===== config.mk =====
export PLATFORM = sky130hd
export DESIGN_NAME = cnn_output_gather
export DESIGN_NICKNAME = d
export VERILOG_FILES = /design/src/rtl/cpg_pkg.sv /design/src/rtl/axis_slot.sv /design/src/rtl/cnn_output_gather.sv
export SDC_FILE = /design/constraint.sdc
export NUM_CORES = 1
export LEC_CHECK = 0
export ABC_AREA = 0
export BUFFER_PORTS_ARGS = -buffer_cell sky130_fd_sc_hd__buf_2
export CAP_MARGIN = 20
export CORE_UTILIZATION = 59
export CTS_CLUSTER_SIZE = 30
export DETAILED_ROUTE_END_ITERATION = 8
export PLACE_DENSITY = 0.86
export SYNTH_ARGS = -nofsm -noshare
export SYNTH_HDL_FRONTEND = slang
export SYNTH_HIERARCHICAL = 1
export SYNTH_SLANG_ARGS = --single-unit

===== constraint.sdc =====
create_clock -name ap_clk -period 10.65 [get_ports ap_clk]
set_clock_uncertainty 0.15 [all_clocks]
set_input_delay 1.065 -clock ap_clk [delete_from_list [all_inputs] [get_ports ap_clk]]
set_output_delay 1.065 -clock ap_clk [all_outputs]
set_load 0.02 [all_outputs]

===== src/rtl/cpg_pkg.sv =====
// Shared types and helpers for the CNN output gather block.
package cpg_pkg;

  localparam int PIX_W           = 16;
  localparam int PIX_W1          = PIX_W + 1;
  localparam int NUM_CNN_OUTPUTS = 5;

  typedef logic signed [PIX_W-1:0] pixel_t;

  typedef enum logic {
    GATHER = 1'b0,
    EMIT   = 1'b1
  } gather_state_t;

  typedef struct packed {
    pixel_t val;
    logic   ovf;
  } sat_res_t;

  // Signed add at one extra bit of headroom, clamped to the pixel range.
  function automatic sat_res_t sat_add(pixel_t a, int off);
    logic signed [PIX_W:0] a_ext;
    logic signed [PIX_W:0] o_ext;
    logic signed [PIX_W:0] s;
    sat_res_t              r;
    a_ext = $signed({a[PIX_W-1], a});
    o_ext = $signed(PIX_W1'(off));
    s     = a_ext + o_ext;
    r.ovf = (s[PIX_W] != s[PIX_W-1]);
    if (r.ovf) r.val = s[PIX_W] ? {1'b1, {(PIX_W-1){1'b0}}} : {1'b0, {(PIX_W-1){1'b1}}};
    else       r.val = s[PIX_W-1:0];
    return r;
  endfunction

endpackage


===== src/rtl/axis_slot.sv =====
// One-word AXI-Stream capture slot: holds a single offset-adjusted word
// until the gather FSM drains the packet and clears it.
module axis_slot
  import cpg_pkg::*;
#(
  parameter int OFFSET = 0
) (
  input  logic   clk_i,
  input  logic   rst_ni,
  input  logic   en_i,      // gather phase and out of reset
  input  logic   clr_i,     // packet fully emitted
  input  pixel_t tdata_i,
  input  logic   tvalid_i,
  output logic   tready_o,
  output logic   accept_o,
  output logic   ovf_o,
  output logic   full_o,
  output pixel_t slot_o
);

  logic     full_q, full_d;
  pixel_t   slot_q, slot_d;
  sat_res_t adj;

  // Ready depends only on registered state, never on tvalid.
  always_comb begin
    adj      = sat_add(tdata_i, OFFSET);
    tready_o = en_i & ~full_q;
    accept_o = tvalid_i & tready_o;
    ovf_o    = adj.ovf;
    full_d   = full_q;
    slot_d   = slot_q;
    if (clr_i) begin
      full_d = 1'b0;
    end else if (accept_o) begin
      full_d = 1'b1;
      slot_d = adj.val;
    end
  end

  // Slot and full-bit registers.
  always_ff @(posedge clk_i or negedge rst_ni) begin
    if (!rst_ni) begin
      full_q <= 1'b0;
      slot_q <= '0;
    end else begin
      full_q <= full_d;
      slot_q <= slot_d;
    end
  end

  assign full_o = full_q;
  assign slot_o = slot_q;

endmodule


===== src/rtl/cnn_output_gather.sv =====
// Joins five single-word CNN result streams into one 5-word AXI-Stream
// packet, shifting the centroid channels from crop to frame coordinates.
module cnn_output_gather
  import cpg_pkg::*;
#(
  parameter int PIXEL_BIT_WIDTH = PIX_W,
  parameter int Y_1             = 10,
  parameter int X_1             = 10,
  parameter int X_IDX           = 1,
  parameter int Y_IDX           = 2,
  parameter int CNT_WIDTH       = 16
) (
  input  logic                       ap_clk,
  input  logic                       ap_rst_n,
  input  logic [PIXEL_BIT_WIDTH-1:0] cnn_output_0_TDATA,
  input  logic                       cnn_output_0_TVALID,
  output logic                       cnn_output_0_TREADY,
  input  logic [PIXEL_BIT_WIDTH-1:0] cnn_output_1_TDATA,
  input  logic                       cnn_output_1_TVALID,
  output logic                       cnn_output_1_TREADY,
  input  logic [PIXEL_BIT_WIDTH-1:0] cnn_output_2_TDATA,
  input  logic                       cnn_output_2_TVALID,
  output logic                       cnn_output_2_TREADY,
  input  logic [PIXEL_BIT_WIDTH-1:0] cnn_output_3_TDATA,
  input  logic                       cnn_output_3_TVALID,
  output logic                       cnn_output_3_TREADY,
  input  logic [PIXEL_BIT_WIDTH-1:0] cnn_output_4_TDATA,
  input  logic                       cnn_output_4_TVALID,
  output logic                       cnn_output_4_TREADY,
  output logic [PIXEL_BIT_WIDTH-1:0] gather_output_TDATA,
  output logic                       gather_output_TVALID,
  input  logic                       gather_output_TREADY,
  output logic                       gather_output_TLAST,
  output logic                       sat_flag,
  output logic [CNT_WIDTH-1:0]       packet_count
);

  localparam int N = NUM_CNN_OUTPUTS;

  logic [1:0]                          rst_pipe_q;
  logic                                rst_n_int;
  logic [N-1:0][PIXEL_BIT_WIDTH-1:0]   tdata_in, slot;
  logic [N-1:0]                        tvalid_in, tready, accept, ovf, full;
  gather_state_t                       state_q, state_d;
  logic [2:0]                          idx_q, idx_d;
  logic                                sat_q, sat_d;
  logic [CNT_WIDTH-1:0]                cnt_q, cnt_d;
  logic                                en, hs, last_hs, gather_done;

  // Reset asserts asynchronously, releases two clocks later.
  always_ff @(posedge ap_clk or negedge ap_rst_n) begin
    if (!ap_rst_n) rst_pipe_q <= 2'b00;
    else           rst_pipe_q <= {rst_pipe_q[0], 1'b1};
  end
  assign rst_n_int = rst_pipe_q[1];

  assign tdata_in  = {cnn_output_4_TDATA, cnn_output_3_TDATA, cnn_output_2_TDATA,
                      cnn_output_1_TDATA, cnn_output_0_TDATA};
  assign tvalid_in = {cnn_output_4_TVALID, cnn_output_3_TVALID, cnn_output_2_TVALID,
                      cnn_output_1_TVALID, cnn_output_0_TVALID};
  assign {cnn_output_4_TREADY, cnn_output_3_TREADY, cnn_output_2_TREADY,
          cnn_output_1_TREADY, cnn_output_0_TREADY} = tready;

  assign en          = (state_q == GATHER) & rst_n_int;
  assign hs          = (state_q == EMIT) & gather_output_TREADY;
  assign last_hs     = hs & (idx_q == 3'd4);
  assign gather_done = en & (&(full | accept));

  for (genvar k = 0; k < N; k++) begin : g_slot
    localparam int OFF = (k == X_IDX) ? X_1 : ((k == Y_IDX) ? Y_1 : 0);
    axis_slot #(.OFFSET(OFF)) u_slot (
      .clk_i    (ap_clk),
      .rst_ni   (rst_n_int),
      .en_i     (en),
      .clr_i    (last_hs),
      .tdata_i  (tdata_in[k]),
      .tvalid_i (tvalid_in[k]),
      .tready_o (tready[k]),
      .accept_o (accept[k]),
      .ovf_o    (ovf[k]),
      .full_o   (full[k]),
      .slot_o   (slot[k])
    );
  end

  // State, word index, saturation flag and packet counter registers.
  always_ff @(posedge ap_clk or negedge rst_n_int) begin
    if (!rst_n_int) begin
      state_q <= GATHER;
      idx_q   <= '0;
      sat_q   <= 1'b0;
      cnt_q   <= '0;
    end else begin
      state_q <= state_d;
      idx_q   <= idx_d;
      sat_q   <= sat_d;
      cnt_q   <= cnt_d;
    end
  end

  // Next-state: leave GATHER once every slot is (or is becoming) full.
  always_comb begin
    state_d = state_q;
    idx_d   = idx_q;
    sat_d   = sat_q;
    cnt_d   = cnt_q;
    unique case (state_q)
      GATHER: begin
        sat_d = sat_q | (|(accept & ovf));
        if (gather_done) begin
          state_d = EMIT;
          idx_d   = '0;
        end
      end
      EMIT: begin
        if (last_hs) begin
          state_d = GATHER;
          idx_d   = '0;
          sat_d   = 1'b0;
          cnt_d   = cnt_q + 1'b1;
        end else if (hs) begin
          idx_d = idx_q + 3'd1;
        end
      end
      default: state_d = GATHER;
    endcase
  end

  // Outputs: stream the slots in channel order while in EMIT.
  always_comb begin
    gather_output_TVALID = 1'b0;
    gather_output_TLAST  = 1'b0;
    gather_output_TDATA  = '0;
    if (state_q == EMIT) begin
      gather_output_TVALID = 1'b1;
      gather_output_TLAST  = (idx_q == 3'd4);
      gather_output_TDATA  = slot[idx_q];
    end
  end

  assign sat_flag     = sat_q;
  assign packet_count = cnt_q;

endmodule


* Yosys cells after proc, flatten, opt, wreduce, memory -nomap -nowiden
Index checks and enable logic that the tools add are counted.
Storage, ports and cells: output and inout bits 40, bits in registers 108, logic and storage cells 92, bits of input ports 88
Cells by class: reduce and logical (&&, ||, !) cells 14, eq/ne operators 6, bitwise logic cells 24, $add $sub $neg 4, order comparisons 1, multiplexer cells 28
Operators by type and width (number):
- two-way mux 16 bit | 6
- binary-select mux 16 bit (select 3 bit) | 1
- adder 16 x 5 -> 17 bit, second input constant | 2
- adder 16 x 1 -> 16 bit, second input constant | 1
- two-way mux 1 bit | 15
- bitwise AND 1 bit | 14
- AND reduction 2 bit | 7
- nonzero test 2 bit | 5
- two-way mux 3 bit | 3
- NOT 1 bit | 7
- one-hot mux 3 bit (2 select lines) | 1
- bitwise AND 5 x 3 -> 5 bit | 1
- OR 5 bit | 1
- AND reduction 5 bit | 1
- OR reduction 5 bit | 1
- < comparator 3 x 4 -> 1 bit, second input constant | 1
- one-hot mux 1 bit (2 select lines) | 2
- adder 3 x 1 -> 3 bit, second input constant | 1
- equality test 3 bit, second input constant | 1
- inequality test 3 x 1 -> 1 bit, second input constant | 1
- inequality test 1 bit | 2
- inequality test 2 x 1 -> 1 bit, second input constant | 1
- inequality test 2 bit, second input constant | 1
- OR 1 bit | 1

* Longest topological paths before layout
Gate-level depths: netlist (run 1).
depth after elaboration 9, mapped depth 11, depth with buffers taken out 8

* By module
Netlist (run 1), hierarchy kept.
By module, submodules not included:
- axis_slot (g_slot[0].u_slot ...) | times used 3, area each 720.7 um^2, seq. area each 425.4 um^2, cells an instance 42
- axis_slot (g_slot[1].u_slot ...) | times used 2, area each 1023.5 um^2, seq. area each 425.4 um^2, cells an instance 117
- cnn_output_gather | times used 1, area each 1726.7 um^2, seq. area each 575.6 um^2, cells an instance 154

* Worst setup path before layout (run 1)
No wires, ideal clock.
path type register to register, from register rst_pipe_q[1], to register idx_q[0], arrival 4.743 ns, cell stages (with the launch flop) 9, period minus slack after synthesis 4.975 ns, setup time 0.083 ns, slack 5.675 ns, data required time 10.417 ns, path buffers 0, path through dfrtp_1 > nor2b_2 > nor2b_1 > nand2_1 > inv_1 > o22ai_1 > or4b_4 > a211o_1 > o21ai_0
On the way: word-level cells in the longest chain between the ends 8, elaborated cells between the ends (all ways) 16, classes of those cells eq/ne: 1; bitwise: 13; reduce/logical: 2
RTL lines:
- start: declaration | line cnn_output_gather.sv:40 | logic [1:0] rst_pipe_q;
- start signal: assignment | line cnn_output_gather.sv:53 | else rst_pipe_q <= {rst_pipe_q[0], 1'b1};
- bitwise AND 1 bit | line cnn_output_gather.sv:64 | assign en = (state_q == GATHER) & rst_n_int;
- named net en | line cnn_output_gather.sv:48 | logic en, hs, last_hs, gather_done;
- bitwise AND 1 bit | line axis_slot.sv:28 | tready_o = en_i & ~full_q;
- named net cnn_output_1_TREADY | line cnn_output_gather.sv:20 | output logic cnn_output_1_TREADY,
- bitwise AND 1 bit | line axis_slot.sv:29 | accept_o = tvalid_i & tready_o;
- named net accept[1] | line cnn_output_gather.sv:43 | logic [N-1:0] tvalid_in, tready, accept, ovf, full;
- OR 5 bit | line cnn_output_gather.sv:67 | assign gather_done = en & (&(full | accept));
- AND reduction 5 bit | line cnn_output_gather.sv:67
- bitwise AND 1 bit | line cnn_output_gather.sv:67
- inequality test 2 bit (no line)
- AND reduction 2 bit (no line)
- end signal: assignment | line cnn_output_gather.sv:95 | idx_q <= idx_d;
- end: declaration | line cnn_output_gather.sv:45 | logic [2:0] idx_q, idx_d;
The timed path passes the listed nets, and every way through them passes these cells. A chain may end at the register's enable or synchronous reset.

* Worst setup path in the final report (run 1)
from register idx_q[1], to output port gather_output_TDATA[12]
On the way: word-level cells in the longest chain between the ends 3
RTL lines:
- binary-select mux 16 bit (select 3 bit) | line cnn_output_gather.sv:137 | gather_output_TDATA = slot[idx_q];
- two-way mux 16 bit (not written as such) | line cnn_output_gather.sv:137
- two-way mux 16 bit | line cnn_output_gather.sv:134 | if (state_q == EMIT) begin
- end: declaration | line cnn_output_gather.sv:30 | output logic [PIXEL_BIT_WIDTH-1:0] gather_output_TDATA,
Every way passes these cells. The select of a mux whose other input is x is not followed.

==> results of run 1 <==
[critical path: stages (launching register included)]
cell and delay (ns):
dfrtp_1 0.70, nor3_4 0.73, a22oi_1 0.26, nor2b_1 0.17, buf_2 0.18
[routing by layer]
layer / part of all wire, % / GRT usage [%]
met1: 43 / 38.64
met5: 0 / 0
met4: 2.4 / 9.121
met3: 5.6 / 4.514
met2: 49 / 46.26
[how the worst max path moves through the flow]
stage                  startpoint                           to  depth (start not counted)
floorplan           rst_pipe_q[1]                     idx_q[0]                          8
global placement         idx_q[0]  g_slot[3].u_slot/slot_o[15]                          6
detailed placement       idx_q[0]  g_slot[3].u_slot/slot_o[13]                          6
CTS                      idx_q[0]      gather_output_TDATA[12]                          4
global route             idx_q[0]      gather_output_TDATA[14]                          5
finish                   idx_q[1]      gather_output_TDATA[12]                          4
[area by class of cell]
type                    instances  area (um2)
clock buffers                  10       137.6
clock inverters                 6       48.80
fillers                       737        3009
inverters                       9       33.78
multi-input cells             372        3002
flip-flops and latches        108        2706
well taps                     133       166.4
repair buffers                129       670.6
[registers in the layout, summed over array words and instances, names as in the netlist]
signal,cells
rst_pipe_q,2
idx_q,3
sat_flag,1
g_slot.u_slot/full_o,5
g_slot.u_slot/slot_o,80
packet_count,16
state_q,1
[metrics by stage]
stage | total power, W | hold WS [ns] | area, um2 | utilization (%) | instances
after floorplan | 0.001146 | 0.1812 | 5936 | - | 514
after global placement | 0.001287 | 0.1566 | 6551 | 67.03 | 750
after detailed placement | 0.001326 | 0.1609 | 6551 | 67.03 | 750
after CTS | 0.001561 | 0.1727 | 6738 | 68.93 | 766
after global routing | 0.001663 | 0.2088 | 6765 | 69.21 | 767
final | 0.001575 | 0.1568 | 6765 | 69.21 | 767
[kinds of logic (layout without fill, tap and decap cells)]
logic type                 count (synthesis)  after routing
and+or+nand+nor                          169            169
other                                      4              4
AOI/OAI and AO/OA                         98             98
muxes                                     65             65
buffers and inverters                     34            154
DFF                                      108            108
xor gates and xnor gates                  31             31
adders and majority gates                  5              5
[power breakdown]
part | switching [W] | total, W | internal (W)
sequential | 0.000153 | 0.000731 | 0.000577
clock | 0.000142 | 0.000235 | 0.0000935
combinational | 0.000281 | 0.000610 | 0.000329
total | 0.000576 | 0.00158 | 0.00100
[cells in the final DEF, fill, tap and decap left out, types with 3 or more instances in the layout]
master	instances
nand2_1	49
a31oi_1	4
ha_1	5
and2_1	8
conb_1	4
o21ai_0	23
o2111ai_1	4
and4bb_1	3
a22oi_1	17
a21oi_1	12
clkbuf_8	10
nor2_1	33
nand4_1	16
nor2b_1	18
a21o_1	3
buf_2	127
mux4_2	16
xor2_1	8
mux2_2	18
mux2_4	30
and3_1	7
and4_1	4
o21ai_1	8
or2_2	3
a31o_2	4
o211ai_1	10
xnor2_1	23
and2b_1	3
dfrtp_1	107
nand3_1	11
inv_1	8
==> results.yml, run 1 <==
status:
  status: "completed"
drt:
  first_pass_iters: 5
  vias: 4608
  initialDrtViolationCount: 345
  drc_errors: 0
  routedWlPerCell_um: 18.40
  routed_wl_mm: 14.11
  avgViaCountPerCell: 6.008
  drtAntennaViolNets: 0
clock_tree:
  worstSkewPairLatency_ns: 0.37
  ctsResizeCount: 0
  cts_tree: "done"
  worst_setup_hold_path_clk_slew_ns: 0.10
  post_cts_buffers: 0
  clock-root-buffer: "clkbuf_8"
  numClockSinks: 108
  clock_path_buffers: 2
  holdBufCountCts: 0
  cts_buffers: 9
  htree_levels: 3
placement:
  pre_cts_ws_ns: 7.055
  gp_congestion: 0.9762
  numPortBuffers: 127
  dp_hpwl_mm: 10.67
grt:
  gr-usage-all-layers_pct: 28.19
  grt_overflow: 0
  grt_start_max_net_pins: 69
  grt_pass1_vias: 4479
  antenna_found_initial: 0
  grt_pass1_wl_mm: 22.22
timing:
  fin_crit_sh_pct: 34.07
  setup_tns_ns: 0
  slew_viol_final: 0
  clock.fmax_ghz: 0.2756
  final-setup-viol-count: 0
  worstMarginPinSlew_ns: 0.9903
  slew_headroom_pct: 33.98
  period_needed_ns: 3.628
  grt_setup_unrepaired: "false"
  hold_viol_final: 0
  fin_ws_ns: 7.022
power:
  power.density_nw_per_um2: 232.9
  power.leakage_nw: 3.144
  irDropWorstVdd_mv: 0.1153
logic_synthesis:
  synth_edf_count: 0
  synth.most_common_cell: "dfrtp_1"
  synth_xor_xnor_area_share_pct: 4.574
  synth_compound_area_share_pct: 11.61
  yosysUniqueCellTypes: 54
  netlist_top_cells_count: "dfrtp_1 (108), nand2_1 (49), nor2_1 (33)"
  synth_top_family_by_area: "multiplexers"
  synth.area.top_cells: "dfrtp_1 (46%), mux2_4 (7.6%), mux4_2 (6.1%), mux2_2 (3.4%), xnor2_1 (3.4%)"
  synthMuxAreaShare_pct: 17.24
  netlist_instances: 514
  synth_ff_type: "dfrtp_1"
  syn_area_um2: 5936
  synth_top_area_share_pct: 45.53
  syn_area_per_cell_um2: 11.55
  synth-seq-area-share_pct: 45.53
  yosysWarnings: 6
  synth_simple_gate_area_share_pct: 15.83
  yosysTopAreaCell: "dfrtp_1"
  synth_seq_cells: 108
  synth_fa_ha_area_share_pct: 1.054
  syn_nets: 607
  synth-async-reset-ratio_pct: 100.0
final_layout:
  nNetsFinal: 722
  drive_above_1_share_pct: 36.28
  synthToLayoutAreaGrowth_pct: 13.98
  diodes: 0
critical_path:
  r2r_start: "idx_q[1]"
  end_kind: "output pin"
  r2r_slack_ns: 7.25
  crit_path_start_kind: "flop"
  r2r_end: "g_slot[3].u_slot/slot_o[12]"
  crit_fanout: 19
  worstSetupPathType: "reg -> out"
  required_ns: 9.44
  worstRegToRegCells: 6
  crit_arrival_ns: 2.41
die:
  ios: 128
  start_util_pct: 60.73
  row_count: 36
  coreArea_um2: 9774
  die_w_um: 102.3
  dieArea_um2: 10470
  die_h_um: 102.3
worst_hold_path:
  worstHoldPathType: "reg -> async"
run:
  drv_cap: 0
Note: power is estimated with default switching activity, not from simulation.
==> run 2, diff against run 1 <==
--- a/config.mk
+++ b/config.mk
@@ -5,13 +5,13 @@
 export SDC_FILE = /design/constraint.sdc
 export NUM_CORES = 1
 export LEC_CHECK = 0
-export ABC_AREA = 0
+export ABC_AREA = 1
 export BUFFER_PORTS_ARGS = -buffer_cell sky130_fd_sc_hd__buf_2
 export CAP_MARGIN = 20
-export CORE_UTILIZATION = 59
+export CORE_UTILIZATION = 51
 export CTS_CLUSTER_SIZE = 30
 export DETAILED_ROUTE_END_ITERATION = 8
-export PLACE_DENSITY = 0.86
+export PLACE_DENSITY = 0.77
 export SYNTH_ARGS = -nofsm -noshare
 export SYNTH_HDL_FRONTEND = slang
 export SYNTH_HIERARCHICAL = 1
==> constraint.sdc (replaced) <==
create_clock -name ap_clk -period 2.9 [get_ports ap_clk]
set_clock_uncertainty 0.15 [all_clocks]
set_input_delay 0.29 -clock ap_clk [delete_from_list [all_inputs] [get_ports ap_clk]]
set_output_delay 0.29 -clock ap_clk [all_outputs]
set_load 0.02 [all_outputs]
==> run 2 against run 1 <==
Critical path depth is 4 higher; global-route usage shrank 3.1 points; combinational power increased to 4.4 times the previous value; clock power rose to 5.2 times the previous value; largest power group is now combinational logic; highest routed layer unchanged; final cell count rose by 59%; first-iteration DRC count up 6.4%; non-clock buffer count is 5 higher.
==> results.yml, run 2 <==
clock_tree:
  cts_buffers: 9
  htree_levels: 3
  worst_setup_hold_path_clk_slew_ns: 0.07
  numClockSinks: 108
  cts_tree: "done"
  clock_path_buffers: 2
  worstSkewPairLatency_ns: 0.34
  clock-root-buffer: "clkbuf_16"
  ctsResizeCount: 0
logic_synthesis:
  yosysWarnings: 6
  syn_area_per_cell_um2: 7.368
  netlist_instances: 936
  netlist_top_cells_count: "nand2_1 (363), dfrtp_1 (108), nor2_1 (108)"
  synth.area.top_cells: "dfrtp_1 (39%), nand2_1 (20%), nor2_1 (5.9%), nand4_1 (5.7%), nand3_2 (3.9%)"
  synth_top_area_share_pct: 39.19
  synth.most_common_cell: "nand2_1"
  synth_seq_cells: 108
  synth_edf_count: 0
  syn_area_um2: 6897
  yosysTopAreaCell: "dfrtp_1"
  syn_nets: 1029
  synth-seq-area-share_pct: 39.19
  synth-async-reset-ratio_pct: 100.0
  yosysUniqueCellTypes: 35
  synth_ff_type: "dfrtp_1"
drt:
  met1Wirelength_mm: 7.826
  drtAntennaViolNets: 0
  route.met3.wl_um: 898
  initialDrtViolationCount: 367
  vias: 6302
  drc_errors: 0
  avgViaCountPerCell: 5.161
  first_pass_iters: 5
  wl_met2_mm: 7.799
  routedWlPerCell_um: 13.88
  top_layer: "met4"
  routed_wl_mm: 16.95
die:
  coreArea_um2: 13190
  die_w_um: 118.3
  ios: 128
  die_h_um: 118.3
  start_util_pct: 52.29
  dieArea_um2: 13990
  row_count: 42
status:
  status: "completed"
placement:
  gp_congestion: 0.8665
  dp_hpwl_mm: 13.03
  numPortBuffers: 127
grt:
  antenna_found_initial: 0
  grt_pass1_vias: 5920
  grt_overflow: 0
  grt_start_max_net_pins: 68
  gr-usage-all-layers_pct: 25.09
  grt_pass1_wl_mm: 28.22
power:
  power.density_nw_per_um2: 809.9
  power.leakage_nw: 4.310
  p_total_w: 0.006329
  irDropWorstVdd_mv: 0.3974
final_layout:
  final_cell_mix: "nand2_1 (363), buf_2 (127), dfrtp_1 (107)"
  mostFrequentLayoutCell: "nand2_1"
  drive_above_1_share_pct: 22.01
  largest_reg_flops: 80
  nNetsFinal: 1133
  diodes: 0
  synthToLayoutAreaGrowth_pct: 13.30
  fill_cells: 1232
  utilization_pct: 59.24
timing:
  slew_viol_final: 0
  grt_setup_unrepaired: "false"
  slew_headroom_pct: 44.85
  setup_tns_ns: 0
  hold_viol_final: 0
  final-setup-viol-count: 0
  clock.fmax_ghz: 0.3784
  fin_crit_sh_pct: 91.12
  period_needed_ns: 2.643
  worstMarginPinSlew_ns: 0.8273
critical_path:
  slowest_delay_ns: 0.56
  crit_family: "buffers and inverters"
  crit_slowest_cell: "dfrtp_1"
  cp_cell_sequence: "buf_4 > nor2_1 > nor2_1 > o21ai_0 > nand2_1 > nand2_1 > a21oi_1 > buf_2"
  crit_fanout: 27
  worstSetupPathType: "reg -> out"
  crit_arrival_ns: 2.20
  required_ns: 2.46
  end_kind: "output pin"
  cp_num_buf_inv: 2
  crit_path_start_kind: "flop"
worst_hold_path:
  worstHoldPathType: "in -> reg"
run:
  drv_cap: 0
==> run 2: cell count changes after synthesis, moves of 16 or more <==
cell / change
nand2_1: +314
nor2_1: +75
nand4_1: +47
inv_1: +41
mux2_4: -30
nand3_2: +27
mux2_2: -18
nor2b_1: -18
a22oi_1: -17
o21ai_0: +17
mux4_2: -16
==> run 2: final cells by class <==
type                       count  area [um2]  share of cell area, %
clock inverter                 5       61.31                 0.7846
tap                          176       220.2                  2.818
inverter                      65       244.0                  3.122
clock buffer                  11       242.7                  3.106
multi-input combinational    722        3649                  46.69
timing repair buffer         134       690.7                  8.839
sequential                   108        2706                  34.64
==> run 2: layer usage <==
metal,track usage [%],vias up
met4,8.734,0
met5,0,-
met2,40.44,202
li1,-,3193
met3,3.330,32
met1,34.72,2875
==> run 2: metrics by stage <==
stage	instance area [um2]	instances	setup slack [ns]	hold WS, ns
global placement	7500	1204	0.5338	-0.05425
CTS	7814	1221	0.3010	0.04243
floorplan	6923	936	0.03159	-0.1556
finish	7814	1221	0.2574	0.04575
global route	7814	1221	0.1156	0.05270
detailed placement	7500	1204	0.4470	-0.05441
==> run 2: final timing paths <==
kind	start	to	slack, ns	cells past startpoint
min in group asynchronous	ap_rst_n	rst_pipe_q[0]	0.12	2
max in group asynchronous	rst_pipe_q[1]	g_slot[1].u_slot/slot_o[2]	1.13	2
hold reg to reg	rst_pipe_q[0]	rst_pipe_q[1]	0.20	0
hold / removal	cnn_output_0_TDATA[9]	g_slot[0].u_slot/slot_o[9]	0.05	3
setup reg to reg	idx_q[0]	g_slot[1].u_slot/slot_o[15]	0.38	8
setup / recovery	idx_q[0]	gather_output_TDATA[2]	0.26	8
==> run 2: cell families after synthesis <==
kind of cell | after synthesis | share of synthesized area [%]
AND/OR/NAND/NOR | 628 | 43.92
flip-flops | 108 | 39.19
buffers and inverters | 106 | 8.237
AO/OA/AOI/OAI | 61 | 4.481
XOR/XNOR | 24 | 3.048
adder cells (fa/ha/maj) | 5 | 0.9071
other | 4 | 0.2176
==> run 2: report_power, final <==
part / switching [W] / internal, W / leakage, nW
sequential: 0.000404 / 0.00204 / 1.36
combinational: 0.00178 / 0.000879 / 2.82
clock: 0.000535 / 0.000695 / 0.138
total: 0.00272 / 0.00361 / 4.31
==> run 2: repair_timing <==
item                      in CTS  in global routing
hold endpoints to repair       2                  0
setup buffers                  0                  0
hold buffers                   1                  0
==> run 2: worst reg2reg max path, delay by kind of cell, from the launching register on <==
kind / cells / cell delay, ns
AO/OA/AOI/OAI: 1 / 0.10
buffers and inverters: 2 / 0.60
AND/OR/NAND/NOR: 4 / 0.76
adder cells (fa/ha/maj): 1 / 0.23
flip-flops: 1 / 0.56
